==> src/rtl/ej32_ss.sv <==
// Data-stack responder for the eJ32 core: top element lives in register s,
// the rest spill into a distributed RAM with the deepest entry at mem[0].
module ej32_ss #(
   parameter int DEPTH = 64,
   parameter int DW    = 32
) (
   input  logic                     clk,
   input  logic                     rst,
   input  logic [1:0]               op,
   input  logic [DW-1:0]            vi,
   output logic [DW-1:0]            s,
   output logic [DW-1:0]            pk,
   output logic [$clog2(DEPTH):0]   cnt,
   output logic                     empty,
   output logic                     full,
   output logic                     ovf,
   output logic                     unf
);

   localparam int AW = $clog2(DEPTH);
   localparam int CW = AW + 1;

   localparam logic [1:0] OP_NOP  = 2'b00;
   localparam logic [1:0] OP_PUSH = 2'b01;
   localparam logic [1:0] OP_PICK = 2'b10;
   localparam logic [1:0] OP_POP  = 2'b11;

   logic [DW-1:0] mem [0:DEPTH-2];

   logic [AW-1:0] pidx;
   logic [AW-1:0] spill_addr;
   logic [AW-1:0] refill_addr;
   logic [AW-1:0] pick_addr;
   logic          pick_ok;
   logic          spill_en;

   assign empty = (cnt == '0);
   assign full  = (cnt == CW'(DEPTH));
   assign pidx  = vi[AW-1:0];

   // Addresses wrap modulo DEPTH on purpose: cnt==DEPTH truncates to 0, and
   // the subtractions then land on the correct entry without a wider adder.
   assign spill_addr  = cnt[AW-1:0] - AW'(1);
   assign refill_addr = cnt[AW-1:0] - AW'(2);
   assign pick_addr   = cnt[AW-1:0] - AW'(1) - pidx;
   assign pick_ok     = ({1'b0, pidx} < cnt);
   assign spill_en    = !rst && (op == OP_PUSH) && !empty && !full;

   always_ff @(posedge clk) begin
      if (spill_en)
         mem[spill_addr] <= s;
   end

   // One op per cycle; refused ops raise ovf/unf for the following cycle only.
   always_ff @(posedge clk) begin
      if (rst) begin
         s   <= '0;
         pk  <= '0;
         cnt <= '0;
         ovf <= 1'b0;
         unf <= 1'b0;
      end else begin
         ovf <= 1'b0;
         unf <= 1'b0;
         case (op)
            OP_PUSH: begin
               if (full) begin
                  ovf <= 1'b1;
               end else begin
                  s   <= vi;
                  cnt <= cnt + CW'(1);
               end
            end
            OP_POP: begin
               if (empty) begin
                  unf <= 1'b1;
               end else begin
                  s   <= (cnt == CW'(1)) ? '0 : mem[refill_addr];
                  cnt <= cnt - CW'(1);
               end
            end
            OP_PICK: begin
               if (!pick_ok) begin
                  pk  <= '0;
                  unf <= 1'b1;
               end else if (pidx == '0) begin
                  pk <= s;
               end else begin
                  pk <= mem[pick_addr];
               end
            end
            OP_NOP: ;
            default: ;
         endcase
      end
   end

endmodule
==> config.mk <==
export PLATFORM = sky130hd
export DESIGN_NAME = ej32_ss
export DESIGN_NICKNAME = d
export VERILOG_FILES = /design/src/rtl/ej32_ss.sv
export SDC_FILE = /design/constraint.sdc
export NUM_CORES = 2
export LEC_CHECK = 0
export CORE_UTILIZATION = 45
export DETAILED_ROUTE_END_ITERATION = 12
export HOLD_SLACK_MARGIN = 0.08
export MAX_ROUTING_LAYER = met4
export PLACE_DENSITY = 0.69
export SYNTH_ARGS = -nofsm -noshare
export SYNTH_HDL_FRONTEND = slang
export SYNTH_SLANG_ARGS = --single-unit
==> constraint.sdc <==
create_clock -name clk -period 9.7 [get_ports clk]
set_clock_uncertainty 0.1 [all_clocks]
set_input_delay 1.94 -clock clk [delete_from_list [all_inputs] [get_ports clk]]
set_output_delay 1.94 -clock clk [all_outputs]
set_load 0.02 [all_outputs]
# Yosys cells after proc, flatten, opt, wreduce, memory -nomap -nowiden
# Memories as Yosys holds them, arrays and structs flattened.
# Cells that the tools add are included.
# W data, S select, Z words.
# totals
reg_bits,73
latch_bits,0
ram_bits,2016
romBits,0
inputBits,36
output_inout_bits,75
mem_count,1
# mem_list
memory,depth,word_bits,rd,rd_clocked_by_memory_dff,write_ports,line_no,rtl
mem,63,32,2,0,1,28,logic [DW-1:0] mem [0:DEPTH-2];
# classes
n_addsub,5
n_mul,0
div_mod_pow,0
magnitude_cmp,1
n_eq_ne,7
n_shift,0
mux,15
bitwise,1
n_reduce_logical,11
# op_table
operator,n
$mux W32,5
$pmux W32 S2,1
$mux W7,2
$pmux W7 S2,1
$add A7 B1 Y7 const B,1
$eq A7 B1 Y1 const B,1
$eq A7 B7 Y1 const B,1
$logic_not A7 Y1,1
$lt A6 B7 Y1,1
$sub A7 B1 Y7 const B,1
$logic_not A6 Y1,1
$sub A6 B1 Y6 const B,1
$sub A6 B2 Y6 const B,1
$sub A6 B6 Y6,1
$mux W1,5
$eq A2 B2 Y1 const B,2
$ne A2 B2 Y1 const B,2
$logic_and A1 B1 Y1,3
$logic_not A1 Y1,3
$reduce_and A3 Y1,1
$eq A2 B1 Y1 const B,1
$pmux W1 S2,1
$reduce_bool A2 Y1,1
$reduce_or A2 Y1,1
$not A1 Y1,1

# Logic depth before layout (Yosys ltp)
# logic_depth
ltp_word,6
depth_mapped,22
ltp_nobuf,13

# Worst setup path after synthesis
# Ideal clock, no wire load.
# synth_path
kind,input -> register
start,input port vi[0]
end,register pk[0]
setup_time_ps,117
arrival_time_ps,4787
required_time_ps,9483
setup_slack_ps,4696
path_stages,11
path_buffers,3
cell_sequence,ha_1 > inv_1 > fa_1 > buf_2 > clkbuf_1 > clkbuf_1 > mux4_2 > mux4_2 > nor3_1 > a21oi_1 > a32o_1
# synth_between
elab_chain_len,4
word_cells_on_any_way,6
classes_between,add/sub (1); order compare (1); mux (2); reduce/logical (1); memory (1)
# synth_lines
element,line_no,rtl
start: declaration,10,"input logic [DW-1:0] vi,"
$sub A6 B6 Y6,45,assign pick_addr = cnt[AW-1:0] - AW'(1) - pidx;
$mem_v2 Z63 W32,n/a,
$mux W32,86,end else if (pidx == '0) begin
$mux W32 (*),83,if (!pick_ok) begin
end signal: assignment,87,pk <= s;
end signal: assignment,89,pk <= mem[pick_addr];
end: declaration,12,"output logic [DW-1:0] pk,"
# Every way passes the cells marked *; elsewhere a longest branch is shown, timed or not.
# A chain may end at the register's enable or synchronous reset.

# Worst setup path in the final report
# layout_path
start,register cnt[0]
end,register pk[26]
# layout_between
elab_chain_len,5
word_cells_on_any_way,6
classes_between,add/sub (2); order compare (1); mux (2); memory (1)
# layout_lines
element,line_no,rtl
start: declaration,13,"output logic [$clog2(DEPTH):0] cnt,"
start signal: assignment,71,cnt <= cnt + CW'(1);
start signal: assignment,79,cnt <= cnt - CW'(1);
$sub A6 B1 Y6,45,
$sub A6 B6 Y6,45,
$mem_v2 Z63 W32,n/a,
$mux W32,86,
$mux W32 (*),83,
# Marks and branches as above.

==> impl_metrics.env <==
export IMPL_tritoncts="built"
export IMPL_outcome="completed"
export IMPL_dp_cells=7788
export IMPL_antenna_left=0
export IMPL_critPathKind="reg -> reg"
export IMPL_powerDensity_nw_per_um2=280
export IMPL_vias=57870
export IMPL_avgSynthCellArea_sq_um=19.2
export IMPL_critical_path_slowest_cell="fa_4"
export IMPL_min_delay_path_class="reg -> reg"
export IMPL_synth_cells=5056
export IMPL_finalNonFillerCells=8183
export IMPL_syn_nets=5111
export IMPL_ys_top_cells_by_count="edfxtp_1 (2,016), mux4_2 (1,104), nand2_1 (351)"
export IMPL_route_detailed_wl_per_inst_um=39.3
export IMPL_portBuffers=110
export IMPL_die_area_sq_um=218000
export IMPL_clk_pin_slew_worst_paths_ns=0.07
export IMPL_drc=0
export IMPL_rsz0062_at_grt="no"
export IMPL_required_ns=10.34
export IMPL_ir_worst_vdd_mv=0.608
export IMPL_post_cts_setup_buffer_count=0
export IMPL_finalSetupTns_ns=0
export IMPL_endpoint_kind="flop"
export IMPL_gp_congestion=0.949
export IMPL_leakage_nw=34.1
export IMPL_period_share=0.679
export IMPL_clockRootBuffer="clkbuf_16"
export IMPL_path_cells="inv_2, ha_1, inv_1, fa_4, buf_4, mux4_2, nand2_1, nand2_1, nand3_1, o221ai_1, or3_1, a32o_1"
export IMPL_synth_area_sq_um=97300
export IMPL_crit_arrival_ns=7.22
export IMPL_yosys_area_top_type="edfxtp_1"
export IMPL_grt_pass1_wl_um=446000
export IMPL_slowest_delay_ns=1.55
export IMPL_holdBufCountCts=0
export IMPL_cts_buffer_depth=3
export IMPL_core_area_sq_um=215000
export IMPL_cp_common_cell="nand2_1"
export IMPL_yosysSeqAreaShare=0.637
export IMPL_synth_top_area_share=0.622
export IMPL_finalSetupViolCount=0
export IMPL_max_freq_ghz=0.152
export IMPL_grt_max_degree=131
export IMPL_synthTopCellsByArea="edfxtp_1 (62%), mux4_2 (26%), mux2i_1 (1.6%), dfxtp_1 (1.5%), nand2_1 (1.4%)"
export IMPL_min_period_ns=6.59
export IMPL_worstMarginPinSlew_ns=1.38
export IMPL_ys_flop_type="edfxtp_1"
export IMPL_max_slew_margin=0.0663
export IMPL_critPathMaxFanout=58
export IMPL_wl_um=321000
export IMPL_htree_levels=4
export IMPL_nFillCells=16727
export IMPL_clk_insertion_delay_late_ns=0.86
export IMPL_synth_edf_count=2016
export IMPL_cts_made_buffers=204
export IMPL_vias_per_cell=7.07
export IMPL_num_rows=170
export IMPL_nNetsFinal=5211
export IMPL_ys_async_sr_fraction=0
export IMPL_antenna_found_initial=13
export IMPL_dp_hpwl_um=174000
export IMPL_finalMaxSlewViolations=0
export IMPL_area_growth_pct=12.4
export IMPL_dr_first_iter_drc_count=10056
export IMPL_io_pins=111
export IMPL_hold_violations=0
export IMPL_grt_total_usage=0.304
export IMPL_first_pass_iters=7
export IMPL_synth_most_common_cell="edfxtp_1"
export IMPL_ys_ff_latch=2089
export IMPL_cap_violations=0
export IMPL_die_w_um=467
export IMPL_grt_pass1_vias=56882
export IMPL_start_kind="flop"
export IMPL_final_layout_size_suffix_gt1_frac=0.327
export IMPL_cts_resized=0
export IMPL_yosysWarningCount=0
export IMPL_grt_overflow=0
export IMPL_dieHeight_um=467
export IMPL_initial_core_util=0.453
export IMPL_synth_cell_types=64
export IMPL_cts_num_sinks=2089
path summary, 6_finish.rpt:
check | start | endpoint | slack [ns] | cells past startpoint
worst max-delay path | cnt[0] | pk[26] | 3.11 | 12
worst min-delay path | s[31] | mem[61][31] | 0.36 | 0
worst max register to register | cnt[0] | pk[26] | 3.11 | 12
worst min register to register | s[31] | mem[61][31] | 0.36 | 0
where the power goes:
group	total, mW	internal, mW	switching, mW
registers	10.6	10.3	0.227
logic	11.9	4.58	7.29
clock network	8.25	4.76	3.49
total	30.7	19.7	11.0
area by class of cell:
type / instances / area [sq um] / area share
inverters: 24 / 90.1 / 0.000823
well taps: 2838 / 3550 / 0.0325
repair buffers: 288 / 2750 / 0.0251
diodes: 15 / 37.5 / 0.000343
flip-flops and latches: 2089 / 62000 / 0.567
multi-input cells: 2549 / 34000 / 0.311
clock inverters: 130 / 1440 / 0.0131
clock buffers: 250 / 5450 / 0.0499
per-stage QoR:
stage	area [sq um]	hold WS, ns	util	setup slack, ns	total power, mW
final	109000	0.365	0.509	3.11	30.7
after global routing	109000	0.380	0.509	2.92	31.4
after CTS	109000	0.372	0.509	3.21	30.5
after detailed placement	102000	0.358	0.477	2.84	22.3
after global placement	102000	0.349	0.477	2.85	22.3
after floorplan	97300	0.494	-	4.70	18.1
cells by family after synthesis:
kind of cell | share of synthesized area
flip-flops | 0.637
multiplexers | 0.272
AND/OR/NAND/NOR | 0.0360
buffers and inverters | 0.0208
AO/OA/AOI/OAI | 0.0284
XOR/XNOR | 0.00282
adder cells (fa/ha/maj) | 0.00252
registers in the layout, summed over array words and instances, names as in the netlist:
register and count:
mem 2016, pk 32, s 32, cnt 7, ovf 1, unf 1
worst max-delay path: cells and delay by family, from the launching register on:
| family | cells | cell delay (ns) |
|---|---|---|
| buffers and inverters | 3 | 1.54 |
| AOI/OAI and AO/OA | 2 | 0.40 |
| DFF | 1 | 0.93 |
| muxes | 1 | 0.42 |
| and+or+nand+nor | 4 | 0.75 |
| adders and majority gates | 2 | 2.18 |
per-layer routing:
layer,vias up,GRT usage,share of wire,wire [um]
li1,21755,-,-,-
met1,30285,0.386,0.34,110000
met2,4904,0.437,0.45,144000
met3,926,0.0973,0.15,46900
met4,0,0.158,0.062,19800
met5,-,-,0,0
cell usage in the layout (no fill, tap or decap), types with 12 or more instances in the layout:
cell	netlist	final
edfxtp_1	2016	2016
mux4_2	1104	1104
nand2_1	351	347
clkbuf_16	0	209
nor2_1	245	179
mux2i_1	160	160
buf_4	36	153
a21oi_1	150	147
clkdlybuf4s50_1	0	109
nor3_1	74	73
nor2_4	0	64
nand3_1	61	60
clkinv_2	0	49
o21ai_0	42	42
a211oi_1	40	40
dfxtp_1	73	39
o221ai_1	38	38
clkbuf_1	166	34
or3_1	32	32
dfxtp_2	0	32
a32o_1	31	31
bufinv_16	0	29
clkinv_1	2	28
buf_12	0	25
a2111oi_0	20	20
inv_1	19	19
ha_1	18	16
diode_2	0	15
nor2b_1	15	15
xnor2_1	20	14
o22ai_1	13	13
clkinvlp_4	0	13
and2_1	12	12
(Power assumes the default switching activity.)
